### src/rtl/fpu_pkg.sv
`default_nettype none
// ============================================================================
//  Module      : fpu_pkg
//  Description : Shared FPU definitions. Contains the single-precision field
//                layout, the canonical special-value encodings, the operand
//                classifier and the state encoding of the iterative divider.
//  Revision    : 1.0 - initial release
// ============================================================================
package fpu_pkg;

    // IEEE-754 single-precision field layout.
    typedef struct packed {
        logic        sign;
        logic [7:0]  exp;
        logic [22:0] man;
    } float_t;

    localparam logic [31:0] QNAN    = 32'h7fc00000;
    localparam logic [31:0] POS_INF = 32'h7f800000;
    localparam int          BIAS    = 127;

    // Control states of fdiv_iter.
    typedef enum logic [1:0] {
        ST_IDLE  = 2'd0,
        ST_DIV   = 2'd1,
        ST_ROUND = 2'd2,
        ST_DONE  = 2'd3
    } fdiv_state_t;

    // Operand classes. Denormals fall into CLS_ZERO because the FPU flushes
    // them to zero on input.
    typedef enum logic [1:0] {
        CLS_ZERO = 2'd0,
        CLS_INF  = 2'd1,
        CLS_NAN  = 2'd2,
        CLS_NORM = 2'd3
    } fclass_t;

    function automatic fclass_t classify(input float_t f);
        fclass_t c;
        if (f.exp == 8'h00) begin
            c = CLS_ZERO;
        end else if (f.exp == 8'hff) begin
            c = (f.man == 23'd0) ? CLS_INF : CLS_NAN;
        end else begin
            c = CLS_NORM;
        end
        return c;
    endfunction

endpackage
`default_nettype wire

### src/rtl/fdiv_round_pack.sv
`default_nettype none
// ============================================================================
//  Module      : fdiv_round_pack
//  Description : Combinational normalise, round-to-nearest-even and pack for
//                a 26-bit raw quotient (24 significand bits + guard + round).
//                Flushes results below the normal range to signed zero and
//                saturates results above it to signed infinity.
//  Revision    : 1.0 - initial release
//
//  Ports
//    i_q      [25:0]  raw quotient, value in (2^24, 2^26)
//    i_sticky         any nonzero bits below i_q[0]
//    i_exp    [9:0]   signed biased exponent assuming i_q[25] is the MSB
//    i_sign           result sign
//    o_y      [31:0]  packed single-precision result
//    o_ovf            result saturated to infinity
//    o_udf            nonzero result flushed to zero
// ============================================================================
module fdiv_round_pack (
    input  logic              i_sign,
    input  logic [25:0]       i_q,
    input  logic              i_sticky,
    input  logic signed [9:0] i_exp,
    output logic [31:0]       o_y,
    output logic              o_ovf,
    output logic              o_udf
);

    logic [22:0]        w_man;
    logic [22:0]        w_man_rnd;
    logic               w_guard;
    logic               w_stk;
    logic               w_rnd;
    logic [23:0]        w_sum;
    logic signed [10:0] w_exp;

    always_comb begin
        w_man     = 23'd0;
        w_man_rnd = 23'd0;
        w_guard   = 1'b0;
        w_stk     = 1'b0;
        w_rnd     = 1'b0;
        w_sum     = 24'd0;
        w_exp     = $signed({i_exp[9], i_exp});
        o_y       = 32'd0;
        o_ovf     = 1'b0;
        o_udf     = 1'b0;

        // Quotient of two significands in [1,2) lies in (0.5,2); pick the
        // 24 bits starting at the leading one and keep the rest for rounding.
        if (i_q[25]) begin
            w_man   = i_q[24:2];
            w_guard = i_q[1];
            w_stk   = i_sticky | i_q[0];
        end else begin
            w_man   = i_q[23:1];
            w_guard = i_q[0];
            w_stk   = i_sticky;
            w_exp   = w_exp - 11'sd1;
        end

        w_rnd = w_guard & (w_stk | w_man[0]);
        w_sum = {1'b0, w_man} + {23'd0, w_rnd};

        // Carry out of the fraction means the significand rounded up to 2.0.
        if (w_sum[23]) begin
            w_exp     = w_exp + 11'sd1;
            w_man_rnd = 23'd0;
        end else begin
            w_man_rnd = w_sum[22:0];
        end

        if (w_exp >= 11'sd255) begin
            o_y   = {i_sign, 8'hff, 23'd0};
            o_ovf = 1'b1;
        end else if (w_exp <= 11'sd0) begin
            o_y   = {i_sign, 31'd0};
            o_udf = 1'b1;
        end else begin
            o_y   = {i_sign, w_exp[7:0], w_man_rnd};
        end
    end

endmodule
`default_nettype wire

### src/rtl/fdiv_iter.sv
`default_nettype none
// ============================================================================
//  Module      : fdiv_iter
//  Description : Sequential IEEE-754 single-precision divider y = x1 / x2.
//                Restoring radix-2 core producing one quotient bit per cycle,
//                followed by one round/pack cycle. Denormal inputs are
//                flushed to zero and no denormal results are produced.
//  Revision    : 1.0 - initial release
//
//  Ports
//    clk, rst          clock, synchronous active-high reset
//    in_valid/in_ready operand handshake (x1 dividend, x2 divisor)
//    out_valid/out_ready result handshake
//    y    [31:0]       quotient
//    ovf               finite operands produced an infinite result
//    udf               nonzero result flushed to zero
//
//  Timing: operands are registered on the accept edge. The next cycle
//  classifies them; specials finish there (result one cycle after accept),
//  otherwise the datapath is loaded and QBITS iteration cycles plus one
//  round cycle follow (result QBITS+2 cycles after accept).
// ============================================================================
module fdiv_iter #(
    parameter int QBITS = 26
) (
    input  logic        clk,
    input  logic        rst,
    input  logic        in_valid,
    output logic        in_ready,
    input  logic [31:0] x1,
    input  logic [31:0] x2,
    output logic        out_valid,
    input  logic        out_ready,
    output logic [31:0] y,
    output logic        ovf,
    output logic        udf
);

    import fpu_pkg::*;

    // ------------------------------------------------------------------
    // State and datapath registers
    // ------------------------------------------------------------------
    fdiv_state_t        r_state;
    fdiv_state_t        w_next;

    float_t             r_a;
    float_t             r_b;
    logic               r_prep;      // first DIV cycle: classify and load
    logic [24:0]        r_rem;       // partial remainder
    logic [23:0]        r_mb;        // divisor significand
    logic [QBITS-1:0]   r_q;         // quotient bits, MSB first
    logic [4:0]         r_cnt;       // quotient bits produced so far
    logic signed [9:0]  r_exp;
    logic               r_sign;

    logic [31:0]        r_y;
    logic               r_ovf;
    logic               r_udf;
    logic               r_in_ready;
    logic               r_out_valid;

    // ------------------------------------------------------------------
    // Combinational helpers
    // ------------------------------------------------------------------
    fclass_t            w_cls_a;
    fclass_t            w_cls_b;
    logic               w_sign;
    logic               w_special;
    logic [31:0]        w_spec_y;
    logic signed [9:0]  w_exp0;

    logic               w_ge;
    logic [24:0]        w_diff;
    logic [24:0]        w_rem_sel;
    logic [24:0]        w_rem_next;
    logic               w_last;
    logic               w_sticky;

    logic [31:0]        w_rp_y;
    logic               w_rp_ovf;
    logic               w_rp_udf;

    // Special-operand resolution on the registered operands.
    always_comb begin
        w_cls_a   = classify(r_a);
        w_cls_b   = classify(r_b);
        w_sign    = r_a.sign ^ r_b.sign;
        w_special = 1'b1;
        w_spec_y  = QNAN;

        if ((w_cls_a == CLS_NAN) || (w_cls_b == CLS_NAN) ||
            ((w_cls_a == CLS_ZERO) && (w_cls_b == CLS_ZERO)) ||
            ((w_cls_a == CLS_INF)  && (w_cls_b == CLS_INF))) begin
            w_spec_y = QNAN;
        end else if ((w_cls_a == CLS_INF) || (w_cls_b == CLS_ZERO)) begin
            w_spec_y = {w_sign, POS_INF[30:0]};
        end else if ((w_cls_a == CLS_ZERO) || (w_cls_b == CLS_INF)) begin
            w_spec_y = {w_sign, 31'd0};
        end else begin
            w_special = 1'b0;
        end

        w_exp0 = $signed({2'b00, r_a.exp}) - $signed({2'b00, r_b.exp})
               + $signed(10'(BIAS));
    end

    // One restoring step. The remainder stays below 2*mb < 2^25, so the
    // 25-bit shift never loses a set bit.
    always_comb begin
        w_ge       = (r_rem >= {1'b0, r_mb});
        w_diff     = r_rem - {1'b0, r_mb};
        w_rem_sel  = w_ge ? w_diff : r_rem;
        w_rem_next = w_rem_sel << 1;
        w_last     = (r_cnt == 5'(QBITS - 1));
        w_sticky   = |r_rem;
    end

    fdiv_round_pack u_round_pack (
        .i_sign   (r_sign),
        .i_q      (r_q),
        .i_sticky (w_sticky),
        .i_exp    (r_exp),
        .o_y      (w_rp_y),
        .o_ovf    (w_rp_ovf),
        .o_udf    (w_rp_udf)
    );

    // ------------------------------------------------------------------
    // Control FSM
    // ------------------------------------------------------------------
    always_ff @(posedge clk) begin
        if (rst) begin
            r_state <= ST_IDLE;
        end else begin
            r_state <= w_next;
        end
    end

    always_comb begin
        w_next = r_state;
        case (r_state)
            ST_IDLE: begin
                if (in_valid && r_in_ready) begin
                    w_next = ST_DIV;
                end
            end
            ST_DIV: begin
                if (r_prep) begin
                    if (w_special) begin
                        w_next = ST_DONE;
                    end
                end else if (w_last) begin
                    w_next = ST_ROUND;
                end
            end
            ST_ROUND: begin
                w_next = ST_DONE;
            end
            ST_DONE: begin
                if (out_ready) begin
                    w_next = ST_IDLE;
                end
            end
            default: begin
                w_next = ST_IDLE;
            end
        endcase
    end

    // ------------------------------------------------------------------
    // Datapath and registered outputs
    // ------------------------------------------------------------------
    always_ff @(posedge clk) begin
        if (rst) begin
            r_a         <= '0;
            r_b         <= '0;
            r_prep      <= 1'b0;
            r_rem       <= '0;
            r_mb        <= '0;
            r_q         <= '0;
            r_cnt       <= '0;
            r_exp       <= '0;
            r_sign      <= 1'b0;
            r_y         <= '0;
            r_ovf       <= 1'b0;
            r_udf       <= 1'b0;
            r_in_ready  <= 1'b1;
            r_out_valid <= 1'b0;
        end else begin
            r_in_ready  <= (w_next == ST_IDLE);
            r_out_valid <= (w_next == ST_DONE);

            case (r_state)
                ST_IDLE: begin
                    if (in_valid && r_in_ready) begin
                        r_a    <= x1;
                        r_b    <= x2;
                        r_prep <= 1'b1;
                    end
                end
                ST_DIV: begin
                    if (r_prep) begin
                        r_prep <= 1'b0;
                        if (w_special) begin
                            r_y   <= w_spec_y;
                            r_ovf <= 1'b0;
                            r_udf <= 1'b0;
                        end else begin
                            r_rem  <= {2'b01, r_a.man};
                            r_mb   <= {1'b1, r_b.man};
                            r_q    <= '0;
                            r_cnt  <= '0;
                            r_exp  <= w_exp0;
                            r_sign <= w_sign;
                        end
                    end else begin
                        r_q   <= {r_q[QBITS-2:0], w_ge};
                        r_rem <= w_rem_next;
                        r_cnt <= r_cnt + 5'd1;
                    end
                end
                ST_ROUND: begin
                    r_y   <= w_rp_y;
                    r_ovf <= w_rp_ovf;
                    r_udf <= w_rp_udf;
                end
                default: begin
                end
            endcase
        end
    end

    assign in_ready  = r_in_ready;
    assign out_valid = r_out_valid;
    assign y         = r_y;
    assign ovf       = r_ovf;
    assign udf       = r_udf;

endmodule
`default_nettype wire

### config.mk
export PLATFORM = sky130hd
export DESIGN_NAME = fdiv_iter
export DESIGN_NICKNAME = d
export VERILOG_FILES = /design/src/rtl/fpu_pkg.sv /design/src/rtl/fdiv_round_pack.sv /design/src/rtl/fdiv_iter.sv
export SDC_FILE = /design/constraint.sdc
export NUM_CORES = 1
export LEC_CHECK = 0
export CORE_ASPECT_RATIO = 0.75
export CORE_MARGIN = 5
export CORE_UTILIZATION = 65
export CTS_CLUSTER_DIAMETER = 200
export DETAILED_ROUTE_END_ITERATION = 8
export DONT_BUFFER_PORTS = 1
export MAX_ROUTING_LAYER = met4
export PLACE_DENSITY = 0.81
export SLEW_MARGIN = 20
export SYNTH_ARGS = -nofsm -noshare
export SYNTH_HDL_FRONTEND = slang
export SYNTH_SLANG_ARGS = --single-unit
### constraint.sdc
create_clock -name clk -period 10.04 [get_ports clk]
set_input_delay 2.008 -clock clk [delete_from_list [all_inputs] [get_ports clk]]
set_output_delay 2.008 -clock clk [all_outputs]
set_load 0.01 [all_outputs]
**After elaboration in Yosys (flattened, before gate mapping)**

Index checks and enable logic that the tools add are counted.

- Multiplexer cells: 45
- Add/subtract/negate cells: 7
- Bitwise gates (word level): 5
- Eq/ne operators: 15
- $lt $le $gt $ge: 3
- Reductions and logical operators: 24

Operators with widths:

| cell | number |
|---|---|
| two-way mux 32 bit | 5 |
| case mux 32 bit (2 select lines) | 1 |
| two-way mux 31 bit | 2 |
| two-way mux 26 bit | 2 |
| two-way mux 25 bit | 2 |
| zero test 23 bit | 2 |
| two-way mux 23 bit | 2 |
| >= comparator 25 x 24 -> 1 bit | 1 |
| OR reduction 25 bit | 1 |
| adder 23 x 1 -> 24 bit | 1 |
| two-way mux 24 bit | 1 |
| subtractor 24 bit | 1 |
| two-way mux 11 bit | 2 |
| two-way mux 2 bit | 11 |
| == test 8 bit, second input constant | 2 |
| zero test 8 bit | 2 |
| adder 11 x 2 -> 11 bit, second input constant | 1 |
| >= comparator 11 x 9 -> 1 bit, second input constant | 1 |
| less-or-equal comparator 11 x 1 -> 1 bit, second input constant | 1 |
| two-way mux 1 bit | 11 |
| subtractor 10 x 2 -> 11 bit, second input constant | 1 |
| adder 9 x 8 -> 10 bit, second input constant | 1 |
| == test 2 bit, second input constant | 5 |
| two-way mux 5 bit | 2 |
| other kinds (17) | 38 |

- Input port bits: 68
- Register bits: 194
- Word-level logic and storage cells: 118

**Logic depth before layout (Yosys ltp)**

Gate-level depths: netlist of the first run.

- Depth after elaboration: 13
- Depth in mapped cells: 18
- Mapped depth without buffers: 13

**Modules after synthesis**

A second synthesis of the first run with hierarchy kept.

- Cells, all modules: 1514
- Area, all modules: 11621.1 um2

Modules (own cells, without submodules):

| module | sequential area each (um2) | cells an instance | instances | area an instance (um2) |
|---|---|---|---|---|
| fdiv_iter | 3883.7 | 1177 | 1 | 9295.2 |
| fdiv_round_pack | 0.0 | 337 | 1 | 2326.0 |

**Worst setup path before layout of the first run**

No wires, ideal clock.

- Kind: register to register
- Start: register r_q[25]
- End: register r_y[22] (netlist: y[22])
- Stages on the path, launching flop included: 18
- Path buffers: 6
- Clock period less this slack: 4.030 ns
- Data required time: 9.923 ns
- Arrival: 3.913 ns
- Path slack: 6.010 ns
- Setup time: 0.117 ns
- Path through: dfxtp_1 > buf_6 > buf_6 > clkbuf_1 > clkbuf_1 > buf_1 > buf_1 > mux2_2 > ha_1 > and4_1 > o211a_1 > nand2b_1 > nor2_1 > and4_1 > and3_1 > o311ai_0 > nor4_1 > a22o_1

- Cells in the longest elaborated chain, start to end: 9

RTL lines:

| item | line | text |
|---|---|---|
| start: declaration | fdiv_iter.sv:52 | `logic [QBITS-1:0] r_q;` |
| start signal: assignment | fdiv_iter.sv:218 | `r_q <= {r_q[QBITS-2:0], w_ge};` |
| two-way mux 1 bit or two-way mux 23 bit (tied branches) | fdiv_round_pack.sv:51 | `if (i_q[25]) begin` |
| bitwise OR 1 bit | fdiv_round_pack.sv:62 | `w_rnd = w_guard & (w_stk \| w_man[0]);` |
| bitwise AND 1 bit | fdiv_round_pack.sv:62 |  |
| adder 23 x 1 -> 24 bit | fdiv_round_pack.sv:63 | `w_sum = {1'b0, w_man} + {23'd0, w_rnd};` |
| two-way mux 11 bit | fdiv_round_pack.sv:66 | `if (w_sum[23]) begin` |
| less-or-equal comparator 11 x 1 -> 1 bit | fdiv_round_pack.sv:76 | `end else if (w_exp <= 11'sd0) begin` |
| two-way mux 31 bit | fdiv_round_pack.sv:76 |  |
| two-way mux 31 bit * | fdiv_round_pack.sv:73 | `if (w_exp >= 11'sd255) begin` |
| case mux 32 bit (2 select lines) * | fdiv_iter.sv:194 | `case (r_state)` |
| end signal: assignment | fdiv_iter.sv:206 | `r_y <= w_spec_y;` |
| end signal: assignment | fdiv_iter.sv:224 | `r_y <= w_rp_y;` |
| end: declaration | fdiv_iter.sv:57 | `logic [31:0] r_y;` |

Every way passes the cells marked *; elsewhere a longest branch is shown, timed or not.
A chain may end at the register's enable or synchronous reset.

**Worst setup path after layout of the first run**

- Start: register r_q[25]
- End: register r_y[0] (netlist: y[0])

The elaborated chain is that of the path after synthesis.

==> results.json, run 1 <==
{
  "outcome": "complete, no violations",
  "r2r_cells": 11,
  "post_cts_resized": 0,
  "grt_pass1_vias": 8972,
  "synth-async-reset-ratio_pct": 0,
  "hold_buffers": 0,
  "grt_usage_pct": 30.03,
  "die_h_um": 122.6,
  "combPwrFrac_pct": 32.8,
  "dr_total_vias": 10283,
  "yosysUniqueCellTypes": 68,
  "grt_first_pass_wirelength_mm": 46.86,
  "final_antenna_net_count": 0,
  "h-tree-depth": 4,
  "switching_power_mw": 0.8917,
  "critPathMaxFanout": 46,
  "maxCapViolations": 0,
  "cts_tree": "done",
  "p_int_mw": 1.474,
  "cp_cell_sequence": "buf_4 > mux2i_1 > or4b_1 > or4_1 > nor2_2 > nor4b_4 > o21ai_2 > nand2b_1 > buf_4 > a2111oi_0 > a22o_1",
  "fp.dieArea_um2": 19630,
  "powerDensity_nw_per_um2": 203.9,
  "syn_area_per_cell_um2": 7.679,
  "seq_power_share_pct": 36.3,
  "fin_skew_ns": 0.01355,
  "clkPwrFrac_pct": 30.9,
  "wire_per_inst_um": 18.41,
  "syn_inst": 1431,
  "cp_slowest_cell": "or4_1",
  "synth_edf_count": 0,
  "cpMostUsedCell": "buf_4",
  "r2r-end": "y[0]$_SDFFE_PP0P_",
  "ys_warn_count": 0,
  "root_buffer": "clkbuf_16",
  "hold_viol_final": 0,
  "layout_common_cells": "270 x nand2_1, 193 x dfxtp_1, 157 x a21oi_1",
  "clockBufferDepth": 2,
  "drive_gt1_share_pct": 5.878,
  "postSynthNetCount": 1539,
  "worstHoldStart": "r_mb[22]$_SDFFE_PP0P_",
  "yosysSeqAreaShare_pct": 35.34,
  "total_power_mw": 2.365,
  "rows": 41,
  "startpoint_type": "flop",
  "die_w_um": 160.1,
  "r2r-start": "r_q[25]$_SDFFE_PP0P_",
  "end_kind": "flop",
  "min_path_type": "flop to flop",
  "fin_crit_ns": 4.388,
  "n_antenna_cell": 0,
  "use_met2_pct": 42.20,
  "cts_setup_buffers": 0,
  "core-area_um2": 16720,
  "numCtsBuffers": 17,
  "worst_slew_margin_rel_pct": 34.19,
  "arrival_ns": 4.78,
  "antenna_found_initial": 0,
  "worst_slew_pin_slew_ns": 0.9735,
  "swShare_pct": 37.70,
  "dp_hpwl_mm": 20.78,
  "place_congestion": 0.9760,
  "dr.pass1.iters": 5,
  "cts_sinks": 194,
  "whs_path_depth": 2,
  "fin_area_um2": 11600,
  "fin_tns_setup_ns": 0,
  "slowest_delay_ns": 0.73,
  "finalWorstSetupSlack_ns": 5.652,
  "pin_count": 104,
  "pre_cts_slack_ns": 5.728,
  "period_share_pct": 43.71,
  "layout_commonest_cell": "nand2_1",
  "fillers": 1388,
  "initial_core_util_pct": 65.71,
  "setup_viol": 0,
  "remaining_drc_errors": 0,
  "ir_worst_vdd_v": 0.0001640,
  "dr.first_iter.drc_count": 1084,
  "grt_start_max_net_pins": 151,
  "placed_area_um2": 10950,
  "leakagePower_nw": 4.172,
  "fmax_mhz": 227.9,
  "grt_setup_unrepaired": "no",
  "wl_mm": 29.33,
  "critPathKind": "flop to flop",
  "path_clk_slew_ns": 0.08,
  "drv_slew": 0,
  "rrSetupSlack_ns": 5.65,
  "hold_path_end": "r_mb[22]$_SDFFE_PP0P_",
  "use_met3_pct": 5.304,
  "final_nets": 1473,
  "via_per_inst": 6.455,
  "grt_use_met1_pct": 44.96,
  "worst_skew_pair.late_latency_ns": 0.45,
  "synth-seq-cells": 194,
  "numPortBuffers": 0,
  "busiest_layer": "met1",
  "synth_area_um2": 10990,
  "overflow": 0,
  "whs_ns": 0.4588,
  "synth-main-ff-cell": "dfxtp_1",
  "syn_to_final_growth_pct": 5.567,
  "required_ns": 10.43
}
-- layout make-up --
cell class	count	area (um2)	area share, %
multi-input cells	1086	6518	56.18
flip-flops and latches	194	3885	33.49
clock buffers	17	425.4	3.667
well taps	215	269.0	2.319
clock inverters	15	219.0	1.887
inverters	56	210.2	1.812
repair buffers	10	75.07	0.6471
-- worst max-delay path by stage --
stage / depth (start not counted) / endpoint / from
floorplan: 17 / y[22]$_SDFFE_PP0P_ / r_q[25]$_SDFFE_PP0P_
global placement: 11 / y[0]$_SDFFE_PP0P_ / r_q[25]$_SDFFE_PP0P_
detailed placement: 11 / y[0]$_SDFFE_PP0P_ / r_q[25]$_SDFFE_PP0P_
CTS: 11 / y[0]$_SDFFE_PP0P_ / r_q[25]$_SDFFE_PP0P_
global route: 11 / y[0]$_SDFFE_PP0P_ / r_q[25]$_SDFFE_PP0P_
finish: 11 / y[0]$_SDFFE_PP0P_ / r_q[25]$_SDFFE_PP0P_
-- synthesized netlist by cell type, drive strengths merged, types with 27 or more instances --
| master | number | share of area (%) |
|---|---|---|
| dfxtp | 194 | 35 |
| nor2 | 110 | 3.8 |
| nand3 | 27 | 1.2 |
| nor3 | 52 | 2.4 |
| a22oi | 33 | 2.3 |
| a21oi | 157 | 7.2 |
| inv | 56 | 1.9 |
| o21ai | 42 | 1.9 |
| ha | 38 | 4.3 |
| clkbuf | 70 | 2.4 |
| nand2 | 271 | 9.3 |
| nor4 | 36 | 2.7 |
| xnor2 | 38 | 3.0 |
-- state kept, by name, indices dropped and copies added, names as in the netlist --
name,count
in_ready,1
out_valid,1
ovf,1
r_a,32
r_b,32
r_cnt,5
r_exp,10
r_mb,24
r_prep,1
r_q,26
r_rem,25
r_sign,1
r_state,2
udf,1
y,32
-- metal layers --
layer	vias up	wire length, um
met5	-	0
met4	0	418
met3	34	2400
met2	412	12370
met1	4885	14140
li1	4952	-
-- per-stage QoR --
stage,util [%],instances
floorplan,-,1431
global placement,65.45,1561
detailed placement,65.45,1561
CTS,69.30,1593
global route,69.37,1593
finish,69.37,1593
-- cell families (layout without fill, tap and decap cells) --
group                    after synthesis  count (layout)  synth area share [%]
AO/OA/AOI/OAI                        384             384                 23.19
XOR/XNOR                              58              58                 4.623
adder cells (fa/ha/maj)               40              40                 4.691
buffers and inverters                151              98                 5.579
flip-flops                           194             194                 35.34
multiplexers                          17              17                 1.571
AND/OR/NAND/NOR                      587             587                 25.00
-- power groups by stage --
stage	clock network [mW]	registers (mW)	logic (mW)
after global routing	0.767	0.862	0.861
after global placement	0	0.873	0.735
final	0.731	0.858	0.776
after detailed placement	0	0.874	0.750
after CTS	0.738	0.856	0.763
after floorplan	0	0.855	0.619
-- worst max-delay path, delay by kind of cell (launching register included) --
kind	cells	cell delay, ns
simple gates	5	2.05
flops	1	0.66
compound gates	3	0.69
mux	1	0.15
buf+inv	2	0.77
(Power assumes the default switching activity.)
==> run 2: changes to the inputs <==
CORE_UTILIZATION = 58   (was 65)
PLACE_DENSITY = 0.76   (was 0.81)
clock period = 4 ns   (was 10.04 ns; I/O delays follow)
==> results.json, run 2 (synthesis results as in run 1) <==
{
  "root_buffer": "clkbuf_16",
  "final_nets": 1496,
  "cp_num_buf_inv": 4,
  "arrival_ns": 4.08,
  "antenna_found_initial": 1,
  "cts_sinks": 194,
  "numPortBuffers": 0,
  "placed_area_um2": 11160,
  "startpoint_type": "flop",
  "hold_buffers": 0,
  "dr.first_iter.drc_count": 1211,
  "layout_commonest_cell": "nand2_1",
  "r2r-start": "r_mb[3]$_SDFFE_PP0P_",
  "worst_slew_margin_rel_pct": 37.31,
  "cts_tree": "done",
  "pin_count": 104,
  "drive_gt1_share_pct": 7.500,
  "remaining_drc_errors": 0,
  "required_ns": 4.35,
  "grt_pass1_vias": 9201,
  "worst_slew_pin_slew_ns": 0.9391,
  "grt_setup_unrepaired": "no",
  "fin_crit_ns": 3.726,
  "initial_core_util_pct": 59.20,
  "numCtsBuffers": 17,
  "cp_cell_sequence": "inv_1 > ha_1 > a21o_1 > a21oi_1 > a21oi_1 > o41ai_1 > buf_4 > a2111oi_0 > buf_4 > o21ai_1 > and2_2 > buf_4 > nor3_1 > o31ai_1",
  "critPathKind": "flop to flop",
  "rows": 43,
  "cpMostUsedCell": "buf_4",
  "grt_first_pass_wirelength_mm": 48.47,
  "worstHoldStart": "rst",
  "dr.pass1.iters": 7,
  "critPathMaxFanout": 13,
  "fin_area_um2": 11770,
  "dr_total_vias": 10363,
  "drv_slew": 0,
  "syn_to_final_growth_pct": 7.071,
  "final_antenna_net_count": 0,
  "powerDensity_nw_per_um2": 502.1,
  "grt_start_max_net_pins": 151,
  "die_w_um": 168.9,
  "place_congestion": 0.9681,
  "slowest_delay_ns": 0.44,
  "dp_hpwl_mm": 21.72,
  "min_path_type": "input port to flop",
  "fin_tns_setup_ns": 0,
  "fin_skew_ns": 0.01335,
  "core-area_um2": 18560,
  "ir_worst_vdd_v": 0.0002782,
  "hold_viol_final": 0,
  "fmax_mhz": 268.4,
  "outcome": "complete, no violations",
  "h-tree-depth": 4,
  "maxCapViolations": 0,
  "layout_common_cells": "270 x nand2_1, 193 x dfxtp_1, 157 x a21oi_1",
  "fp.dieArea_um2": 21830,
  "path_clk_slew_ns": 0.08,
  "setup_viol": 0,
  "die_h_um": 129.2,
  "cp_slowest_cell": "and2_2",
  "grt_usage_pct": 28.19,
  "worst_skew_pair.late_latency_ns": 0.45,
  "clockBufferDepth": 2,
  "wire_per_inst_um": 18.08,
  "startpoint": "r_mb[3]$_SDFFE_PP0P_",
  "end_kind": "flop",
  "period_share_pct": 93.15,
  "via_per_inst": 6.288,
  "cp_top_family": "compound AO/OA/AOI/OAI gates",
  "wl_mm": 29.80,
  "leakagePower_nw": 4.267,
  "overflow": 0
}
## run 2: cell count changes in the layout (fill, tap and decap cells not counted), sizes merged
cell      change
buf          +23
clkinv        -2
clkinvlp      +1
diode         +1
## run 2: layout make-up
class	instances	area [um2]
fillers	1658	6795
multi-input cells	1086	6520
flip-flops and latches	194	3887
clock buffers	17	425.4
well taps	247	309.0
repair buffers	33	247.7
inverters	56	210.2
clock inverters	14	163.9
diodes	1	2.502
## run 2: through the flow
step,hold slack [ns],std cells,setup WS [ns],power [mW],util (%)
after floorplan,0.4353,1431,0.07009,3.698,-
after global placement,0.4427,1616,0.2310,4.094,60.11
after global routing,0.4332,1648,0.1202,6.224,63.39
final,0.4535,1648,0.2740,5.908,63.39
after detailed placement,0.4448,1616,0.1959,4.130,60.11
after CTS,0.4295,1647,0.1584,5.856,63.29
## run 2: layer usage
layer	global-route usage (%)	part of all wire, %	vias up
li1	-	-	5009
met1	41.70	48	4890
met2	37.86	41	422
met3	7.228	8.9	42
met4	7.395	1.7	0
met5	-	0	-
## run 2: report_power, final
| group | leakage, nW | internal [mW] | switching, mW | total (mW) |
|---|---|---|---|---|
| registers | 1.57 | 2.03 | 0.125 | 2.15 |
| clock network | 0.288 | 0.891 | 0.845 | 1.74 |
| logic | 2.40 | 0.788 | 1.23 | 2.02 |
## run 2: what timing repair did
action / 4_1_cts / 5_1_grt
endpoints found under the setup margin: 0 / 35
resized for setup: 0 / 5
buffers inserted: 0 / 0
## run 2: path summary, 6_finish.rpt
kind | to | slack, ns | depth (start not counted)
min | r_q[20]$_SDFFE_PP0P_ | 0.45 | 1
max reg2reg | r_rem[5]$_SDFFE_PP0P_ | 0.27 | 14
max | r_rem[5]$_SDFFE_PP0P_ | 0.27 | 14
min reg2reg | r_mb[17]$_SDFFE_PP0P_ | 0.46 | 2
## run 2: worst register-to-register path, delay by kind of cell, from the launching register on
kind	cells	cell delay, ns
compound gates	7	1.72
fa+ha+maj	1	0.36
buf+inv	4	0.67
flops	1	0.35
simple gates	2	0.51
